--- config.mk ---
export PLATFORM = sky130hd
export DESIGN_NAME = cache_hit_window_monitor_flat
export DESIGN_NICKNAME = d
export VERILOG_FILES = /design/src/rtl/cache_hit_window_monitor_if.sv /design/src/rtl/cache_hit_window_monitor.sv /design/src/flat_wrapper.sv
export SDC_FILE = /design/constraint.sdc
export NUM_CORES = 1
export LEC_CHECK = 0
export ABC_AREA = 1
export BUFFER_PORTS_ARGS = -buffer_cell sky130_fd_sc_hd__clkbuf_2
export CAP_MARGIN = 30
export CORE_MARGIN = 3
export CORE_UTILIZATION = 50
export CTS_CLUSTER_SIZE = 16
export DETAILED_ROUTE_END_ITERATION = 10
export PLACE_DENSITY = 0.67
export SETUP_SLACK_MARGIN = 0.5
export SKIP_CTS_REPAIR_TIMING = 1
export SYNTH_ARGS = -nofsm -noshare
export SYNTH_HDL_FRONTEND = slang
export SYNTH_SLANG_ARGS = --single-unit
--- constraint.sdc ---
create_clock -name clk -period 2.7 [get_ports clk]
set_input_delay 0.54 -clock clk [delete_from_list [all_inputs] [get_ports clk]]
set_output_delay 0.54 -clock clk [all_outputs]
set_load 0.01 [all_outputs]
--- src/rtl/cache_hit_window_monitor_if.sv ---
// cache_hit_window_monitor_if: access strobe, window-record readout and statistics bundle
interface cache_hit_window_monitor_if #(
    parameter int CNT_W = 21,
    parameter int FIFO_DEPTH = 8
);
    localparam int LW = $clog2(FIFO_DEPTH) + 1;
    logic access_valid;
    logic access_hit;
    logic clear;
    logic win_valid;
    logic win_ready;
    logic [15:0] win_index;
    logic [15:0] win_hits;
    logic [CNT_W-1:0] total_hits;
    logic [CNT_W-1:0] total_accesses;
    logic [7:0] drop_cnt;
    logic [LW-1:0] fifo_level;
    modport master (
        output access_valid, access_hit, clear, win_ready,
        input win_valid, win_index, win_hits, total_hits, total_accesses, drop_cnt, fifo_level
    );
    modport slave (
        input access_valid, access_hit, clear, win_ready,
        output win_valid, win_index, win_hits, total_hits, total_accesses, drop_cnt, fifo_level
    );
endinterface

--- src/rtl/cache_hit_window_monitor.sv ---
// cache_hit_window_monitor: per-window hit counts queued in a FWFT FIFO plus saturating lifetime totals
module cache_hit_window_monitor #(
    parameter int WINDOW = 1000,
    parameter int CNT_W = 21,
    parameter int FIFO_DEPTH = 8
) (
    input logic clk,
    input logic rst_n,
    cache_hit_window_monitor_if.slave bus
);
    localparam int AW = $clog2(FIFO_DEPTH);
    localparam int LW = AW + 1;
    logic [15:0] acc_in_win, hit_in_win, next_index, rec_hits;
    logic [CNT_W-1:0] total_hits, total_accesses;
    logic [7:0] drop_cnt;
    logic [31:0] mem [FIFO_DEPTH];
    logic [AW-1:0] wr_ptr, rd_ptr;
    logic [LW-1:0] level;
    logic hit, close, full, pop, push, drop;

    // Window close and FIFO push/pop/drop decisions; a pop frees room for a same-cycle push
    always_comb begin
        hit = bus.access_valid & bus.access_hit;
        close = bus.access_valid && acc_in_win == 16'(WINDOW - 1);
        full = level == LW'(FIFO_DEPTH);
        pop = level != '0 && bus.win_ready;
        push = close && (!full || pop);
        drop = close && full && !pop;
        rec_hits = hit_in_win + 16'(hit);
    end

    // Window counters, window sequence number and saturating statistics
    always_ff @(posedge clk or negedge rst_n) begin
        if (!rst_n) begin
            acc_in_win <= '0;
            hit_in_win <= '0;
            next_index <= '0;
            total_hits <= '0;
            total_accesses <= '0;
            drop_cnt <= '0;
        end else if (bus.clear) begin
            acc_in_win <= '0;
            hit_in_win <= '0;
            next_index <= '0;
            total_hits <= '0;
            total_accesses <= '0;
            drop_cnt <= '0;
        end else if (bus.access_valid) begin
            acc_in_win <= close ? '0 : acc_in_win + 16'd1;
            hit_in_win <= close ? '0 : rec_hits;
            next_index <= next_index + 16'(close);
            total_accesses <= total_accesses + CNT_W'(total_accesses != '1);
            total_hits <= total_hits + CNT_W'(hit && total_hits != '1);
            drop_cnt <= drop_cnt + 8'(drop && drop_cnt != '1);
        end
    end

    // Record FIFO; storage is zeroed only on reset so the head reads 0 out of reset
    always_ff @(posedge clk or negedge rst_n) begin
        if (!rst_n) begin
            wr_ptr <= '0;
            rd_ptr <= '0;
            level <= '0;
            for (int i = 0; i < FIFO_DEPTH; i++) mem[i] <= '0;
        end else if (bus.clear) begin
            wr_ptr <= '0;
            rd_ptr <= '0;
            level <= '0;
        end else begin
            if (push) mem[wr_ptr] <= {next_index, rec_hits};
            wr_ptr <= wr_ptr + AW'(push);
            rd_ptr <= rd_ptr + AW'(pop);
            level <= level + LW'(push) - LW'(pop);
        end
    end

    assign bus.win_valid = level != '0;
    assign {bus.win_index, bus.win_hits} = mem[rd_ptr];
    assign bus.total_hits = total_hits;
    assign bus.total_accesses = total_accesses;
    assign bus.drop_cnt = drop_cnt;
    assign bus.fifo_level = level;
endmodule
--- src/flat_wrapper.sv ---
// flat-port wrapper written by rule: the top's interface ports become plain ports
module cache_hit_window_monitor_flat 
#(
    parameter int WINDOW = 1000,
    parameter int CNT_W = 21,
    parameter int FIFO_DEPTH = 8
)
  (clk, rst_n, bus_access_valid, bus_access_hit, bus_clear, bus_win_ready, bus_win_valid, bus_win_index, bus_win_hits, bus_total_hits, bus_total_accesses, bus_drop_cnt, bus_fifo_level);
  cache_hit_window_monitor_if #(.CNT_W(CNT_W), .FIFO_DEPTH(FIFO_DEPTH)) bus_i ();
  input logic clk;
  input logic rst_n;
  input wire logic [$bits(bus_i.access_valid)-1:0] bus_access_valid;
  input wire logic [$bits(bus_i.access_hit)-1:0] bus_access_hit;
  input wire logic [$bits(bus_i.clear)-1:0] bus_clear;
  input wire logic [$bits(bus_i.win_ready)-1:0] bus_win_ready;
  output wire logic [$bits(bus_i.win_valid)-1:0] bus_win_valid;
  output wire logic [$bits(bus_i.win_index)-1:0] bus_win_index;
  output wire logic [$bits(bus_i.win_hits)-1:0] bus_win_hits;
  output wire logic [$bits(bus_i.total_hits)-1:0] bus_total_hits;
  output wire logic [$bits(bus_i.total_accesses)-1:0] bus_total_accesses;
  output wire logic [$bits(bus_i.drop_cnt)-1:0] bus_drop_cnt;
  output wire logic [$bits(bus_i.fifo_level)-1:0] bus_fifo_level;
  assign bus_i.access_valid = bus_access_valid;
  assign bus_i.access_hit = bus_access_hit;
  assign bus_i.clear = bus_clear;
  assign bus_i.win_ready = bus_win_ready;
  assign bus_win_valid = bus_i.win_valid;
  assign bus_win_index = bus_i.win_index;
  assign bus_win_hits = bus_i.win_hits;
  assign bus_total_hits = bus_i.total_hits;
  assign bus_total_accesses = bus_i.total_accesses;
  assign bus_drop_cnt = bus_i.drop_cnt;
  assign bus_fifo_level = bus_i.fifo_level;
  cache_hit_window_monitor #(.WINDOW(WINDOW), .CNT_W(CNT_W), .FIFO_DEPTH(FIFO_DEPTH)) u_core (.clk(clk), .rst_n(rst_n), .bus(bus_i));
endmodule
==> results.sh, run 1 <==
export IMPL_status="completed"
export IMPL_synth_top_area_share=0.4970
export IMPL_powerDensity_nw_per_um2=646.8
export IMPL_max_slew_margin=0.3755
export IMPL_r2r_slack_ns=0.56
export IMPL_cts_htree_levels=2
export IMPL_drive_gt1_frac=0.1555
export IMPL_synth_mux_area_frac=0.03495
export IMPL_setup_ws_ns=0.07755
export IMPL_yosys_warnings=0
export IMPL_whs_path_depth=2
export IMPL_io_buffers=92
export IMPL_finalCriticalPeriod_ns=2.622
export IMPL_leakagePower_nw=11.35
export IMPL_grt_usage=0.2836
export IMPL_slew_violations=0
export IMPL_crit_top_cell="nand2_1"
export IMPL_cpPeakStageDelay_ns=0.48
export IMPL_seqCellArea_um2=9121
export IMPL_finalSetupViolCount=0
export IMPL_globalplace_congestion=0.8803
export IMPL_tritoncts="yes"
export IMPL_endpoint_kind="primary output"
export IMPL_rsz0062_at_grt="yes"
export IMPL_drt_first_pass_iters=5
export IMPL_peakVddDrop_v=0.0004031
export IMPL_synth_xor_area_frac=0.005666
export IMPL_nets=2507
export IMPL_worst_pin_slew_ns=0.9335
export IMPL_clk_latency_ns=0.55
export IMPL_maxCapViolations=0
export IMPL_die_area_um2=38990
export IMPL_viasPerCell=5.845
export IMPL_async_reset_ff_frac=1.000
export IMPL_synth_edf_count=0
export IMPL_multi_input_area_um2=8576
export IMPL_grt_max_degree=84
export IMPL_placed_cell_area_um2=19580
export IMPL_synth_top_area_cell="dfrtp_1"
export IMPL_synthCells=2375
export IMPL_arrival_ns=2.08
export IMPL_place_hpwl_mm=32.36
export IMPL_timing_final_crit_share=0.9713
export IMPL_synth_compound_area_share=0.07202
export IMPL_grt_pass1_wl_mm=88.71
export IMPL_clockBufferDepth=3
export IMPL_synth_seq_cells=364
export IMPL_start_util=0.5115
export IMPL_clk_pin_slew_ns=0.06
export IMPL_wl_per_cell_um=20.15
export IMPL_path_class="flip-flop to primary output"
export IMPL_fillers=3081
export IMPL_clock_root_buffer="clkbuf_16"
export IMPL_grt_ovfl_total=0
export IMPL_clock_sinks=364
export IMPL_diodes=0
export IMPL_synth_cell_types=36
export IMPL_fmax_mhz=381.3
export IMPL_synth_commonest_cells="nand2_1 (835), dfrtp_1 (364), nand3_1 (303), nor2_1 (207), inv_1 (111)"
export IMPL_syn2layout_area_growth_pct=20.42
export IMPL_ios=93
export IMPL_critPathRequiredTime_ns=2.16
export IMPL_skew_ns=0.01470
export IMPL_min_to="u_core.bus.fifo_level[1]"
export IMPL_avgSynthCellArea_um2=7.717
export IMPL_ant_nets=0
export IMPL_yosysMostFrequentCell="nand2_1"
export IMPL_crit_chain="buf_12 > buf_6 > mux2i_1 > o22ai_1 > nand2_1 > nand2_1 > buf_2"
export IMPL_hold_path_class="primary input to flip-flop"
export IMPL_core_area_um2=35830
export IMPL_critPathSlowestCell="dfrtp_4"
export IMPL_dr_total_vias=17350
export IMPL_ys_flop_type="dfrtp_1"
export IMPL_syn_num_nets=2403
export IMPL_crit_path_start_kind="flip-flop"
export IMPL_dp_cells=2842
export IMPL_cts_buffers=41
export IMPL_synth_top_family_by_area="simple AND/OR/NAND/NOR gates"
export IMPL_drt_total_wl_mm=59.81
export IMPL_die_height_um=197.5
export IMPL_netlist_area_um2=18330
export IMPL_initialDrtViolationCount=1733
export IMPL_layout_cells_non_filler=2969
export IMPL_r2r_worst_path_cells=15
export IMPL_grt_pass1_vias=16430
export IMPL_synth_simple_area_share=0.3174
export IMPL_antenna_found_initial=1
export IMPL_drc=0
export IMPL_min_from="bus_clear"
export IMPL_row_count=69
export IMPL_final_hold_violation_count=0
export IMPL_ys_seq_area_frac=0.4970
export IMPL_netlist_top_cells_area="dfrtp_1 (50%), nand2_1 (17%), nand3_1 (8.3%)"
export IMPL_r2r_start="u_core.bus.total_hits[7]"
export IMPL_worstReg2RegEnd="u_core.bus.total_hits[10]"
export IMPL_die_w_um=197.5
export IMPL_dp_worst_setup_slack_ns=0.3036
export IMPL_fin_area_um2=22070
export IMPL_crit_fanout=16
export IMPL_synth_adder_area_share=0.01543
## sequential cells by signal (all words and copies together) (netlist names)
register and flops:
u_core.hit_in_win 16, u_core.bus.fifo_level 4, u_core.next_index 16, u_core.wr_ptr 3
u_core.mem 256, u_core.bus.total_accesses 21, u_core.bus.total_hits 21, u_core.bus.drop_cnt 8
u_core.acc_in_win 16, u_core.rd_ptr 3
## per-stage QoR
step                power [W]  TNS (ns)  utilization  hold WS [ns]
finish                0.01427         0       0.6160        0.3714
global route          0.01476         0       0.6160        0.3802
CTS                   0.01329   -0.8210       0.5845      -0.04545
detailed placement   0.007648         0       0.5465        0.4602
global placement     0.007618         0       0.5465        0.4569
floorplan            0.006903         0            -        0.2444
## layout make-up
class	count	area share
Clock buffer	62	0.05698
Clock inverter	10	0.004706
Inverter	115	0.02086
Multi-Input combinational cell	1743	0.3886
Sequential cell	364	0.4133
Tap cell	461	0.02614
Timing Repair Buffer	213	0.08895
Timing Repair inverter	1	0.0005102
## worst max path at each step
stage                                start                        end  depth (start not counted)
after floorplan           bus_access_valid      u_core.next_index[14]                         15
after global placement    bus_access_valid  u_core.bus.total_hits[10]                         14
after detailed placement  bus_access_valid      u_core.next_index[14]                         14
after CTS                 u_core.rd_ptr[1]            bus_win_hits[5]                          6
after global routing      u_core.rd_ptr[0]           bus_win_hits[15]                          7
final                     u_core.rd_ptr[0]           bus_win_hits[14]                          7
## layer usage
metal	vias up	wire length (µm)	global-route usage
met3	139	5271	0.04059
li1	7976	-	-
met4	2	1900	0.09266
met2	815	28030	0.4607
met1	8421	24590	0.3956
met5	-	13	0
## power breakdown
group / switching, W / internal [W]
logic: 0.00179 / 0.00123
clock network: 0.00228 / 0.00339
registers: 0.0000664 / 0.00552
## critical path, delay by kind of cell, from the launching register on
family / cells / cell delay [ns]
buf+inv: 3 / 0.58
flops: 1 / 0.48
mux: 1 / 0.23
simple gates: 2 / 0.15
compound gates: 1 / 0.09
## cells by family after synthesis
logic type      after synthesis
xor+xnor                     11
mux                          64
flops                       364
fa+ha+maj                    22
buf+inv                     268
simple gates               1411
compound gates              235
## cells in the final DEF (no fill, tap or decap), drive strengths merged, types with 2 or more instances in the layout
cell type  netlist  routed
inv            115     116
nand4           26      26
nor4             2       2
a21o             2       2
dfrtp          364     364
xor2            10      10
a22o             7       7
o22ai           65      65
nor3            28      28
nand2          835     835
nor2           208     208
nand3          303     303
bufinv           0       2
clkbuf         103     153
a31oi            2       2
buf             50     121
mux2i           64      64
a21oi           44      44
o21bai           3       3
and3             6       6
clkinv           0       8
ha              21      21
o21ai          107     107
Power figures use the tool's default switching activity.
==> inputs of run 2 (changes only) <==
Settings changed: CELL_PAD_IN_SITES_DETAIL_PLACEMENT set to 1, CELL_PAD_IN_SITES_GLOBAL_PLACEMENT set to 2, CORE_UTILIZATION 50 to 37, PLACE_DENSITY 0.67 to not set, PLACE_DENSITY_LB_ADDON set to 0.1.
==> results.sh, run 2 (same netlist as run 1, synthesis figures left out) <==
export IMPL_r2r_slack_ns=0.50
export IMPL_finalCriticalPeriod_ns=2.662
export IMPL_regMostFlops="u_core.mem"
export IMPL_worstSetupPathDepth=8
export IMPL_final_common_cell="nand2_1"
export IMPL_clk_latency_ns=0.57
export IMPL_cts_htree_levels=2
export IMPL_die_w_um=228.6
export IMPL_dp_worst_setup_slack_ns=0.06499
export IMPL_globalplace_congestion=0.8160
export IMPL_row_count=80
export IMPL_min_from="bus_access_valid"
export IMPL_nets=2537
export IMPL_postLayoutCoreUtil=0.4670
export IMPL_start_util=0.3791
export IMPL_initialDrtViolationCount=1259
export IMPL_grt_ovfl_total=0
export IMPL_top_regs="u_core.mem: 256 flops, u_core.bus.total_accesses: 21 flops, u_core.bus.total_hits: 21 flops"
export IMPL_hold_path_class="primary input to flip-flop"
export IMPL_diodes=0
export IMPL_crit_chain="buf_12 > buf_12 > clkbuf_16 > mux2i_1 > o22ai_1 > nand2_1 > nand2_1 > clkbuf_2"
export IMPL_viasPerCell=5.424
export IMPL_rsz0062_at_grt="yes"
export IMPL_max_slew_margin=0.4410
export IMPL_status="completed"
export IMPL_maxCapViolations=0
export IMPL_drc=0
export IMPL_final_cell_mix="nand2_1 (802), dfrtp_1 (348), nand3_1 (299), nor2_1 (184), buf_4 (103)"
export IMPL_endpoint_kind="primary output"
export IMPL_clockBufferDepth=3
export IMPL_critPathRequiredTime_ns=2.16
export IMPL_slew_violations=0
export IMPL_tritoncts="yes"
export IMPL_powerDensity_nw_per_um2=640.1
export IMPL_r2r_worst_path_cells=13
export IMPL_critPathSlowestCell="dfrtp_4"
export IMPL_cp_startpoint="u_core.rd_ptr[0]"
export IMPL_antenna_found_initial=1
export IMPL_holdWs_ns=0.3629
export IMPL_crit_path_start_kind="flip-flop"
export IMPL_grt_pass1_wl_mm=104.8
export IMPL_die_height_um=228.6
export IMPL_largest_register_ffs=256
export IMPL_dr_total_vias=17340
export IMPL_crit_family="buffers and inverters"
export IMPL_grt_max_degree=81
export IMPL_peakVddDrop_v=0.0004245
export IMPL_drt_total_wl_mm=69.87
export IMPL_place_hpwl_mm=39.30
export IMPL_wl_per_cell_um=21.86
export IMPL_leakagePower_nw=11.49
export IMPL_ant_nets=0
export IMPL_drt_first_pass_iters=5
export IMPL_grt_pass1_vias=17890
export IMPL_io_buffers=92
export IMPL_fillers=5848
export IMPL_ios=93
export IMPL_clock_root_buffer="clkbuf_16"
export IMPL_worst_pin_slew_ns=0.8357
export IMPL_final_hold_violation_count=0
export IMPL_clk_pin_slew_ns=0.06
export IMPL_path_buf_inv=4
export IMPL_grt_usage=0.2528
export IMPL_finalSetupViolCount=0
export IMPL_timing_final_crit_share=0.9858
export IMPL_die_area_um2=52240
export IMPL_power_w=0.01445
export IMPL_drive_gt1_frac=0.1712
export IMPL_syn2layout_area_growth_pct=23.18
export IMPL_cts_buffers=44
export IMPL_cpPeakStageDelay_ns=0.52
export IMPL_setup_ws_ns=0.03833
export IMPL_path_class="flip-flop to primary output"
export IMPL_whs_path_depth=3
export IMPL_r2r_start="u_core.acc_in_win[1]"
export IMPL_clock_sinks=364
export IMPL_fmax_mhz=375.7
export IMPL_arrival_ns=2.12
export IMPL_crit_fanout=7
export IMPL_core_area_um2=48350
export IMPL_skew_ns=0.01143
-- run 2: layout make-up --
cell class	instances	area, µm²	area share
Clock buffer	70	1360	0.06024
Timing Repair Buffer	241	2160	0.09566
Sequential cell	364	9134	0.4046
Tap cell	656	820.8	0.03636
Inverter	115	447.9	0.01984
Multi-Input combinational cell	1743	8606	0.3812
Clock inverter	8	47.55	0.002106
-- run 2: per-layer routing --
layer	wire (µm)	track usage	up-vias
met4	1413	0.06334	2
met5	20	0	-
met2	33270	0.4262	363
li1	-	-	8019
met3	3281	0.03639	98
met1	31890	0.3435	8859
-- run 2: power by group --
part           switching, W  leakage (nW)  total (W)  internal (W)
Combinational       0.00177          5.74    0.00301       0.00124
Sequential        0.0000787          5.05    0.00560       0.00552
Clock               0.00240         0.701    0.00584       0.00344
-- run 2: worst reg2reg max path, delay by kind of cell, from the launching register on --
family | cells | cell delay (ns)
flip-flops | 1 | 0.37
adder cells (fa/ha/maj) | 3 | 0.57
AO/OA/AOI/OAI | 1 | 0.13
AND/OR/NAND/NOR | 8 | 0.94
buffers and inverters | 1 | 0.07
-- run 2: through the flow --
stage / TNS, ns / area [µm²] / std cells
after floorplan: 0 / 18360 / 2375
after global placement: 0 / 19930 / 3054
after detailed placement: 0 / 19930 / 3054
after CTS: -3.746 / 21340 / 3132
after global routing: -0.2039 / 22580 / 3197
final: 0 / 22580 / 3197
-- run 2: final timing paths --
check / to
setup / recovery: bus_win_index[11]
hold / removal: u_core.bus.drop_cnt[7]
setup reg to reg: u_core.bus.drop_cnt[6]
hold reg to reg: u_core.mem[57]
max in group asynchronous: u_core.mem[209]
min in group asynchronous: u_core.mem[101]
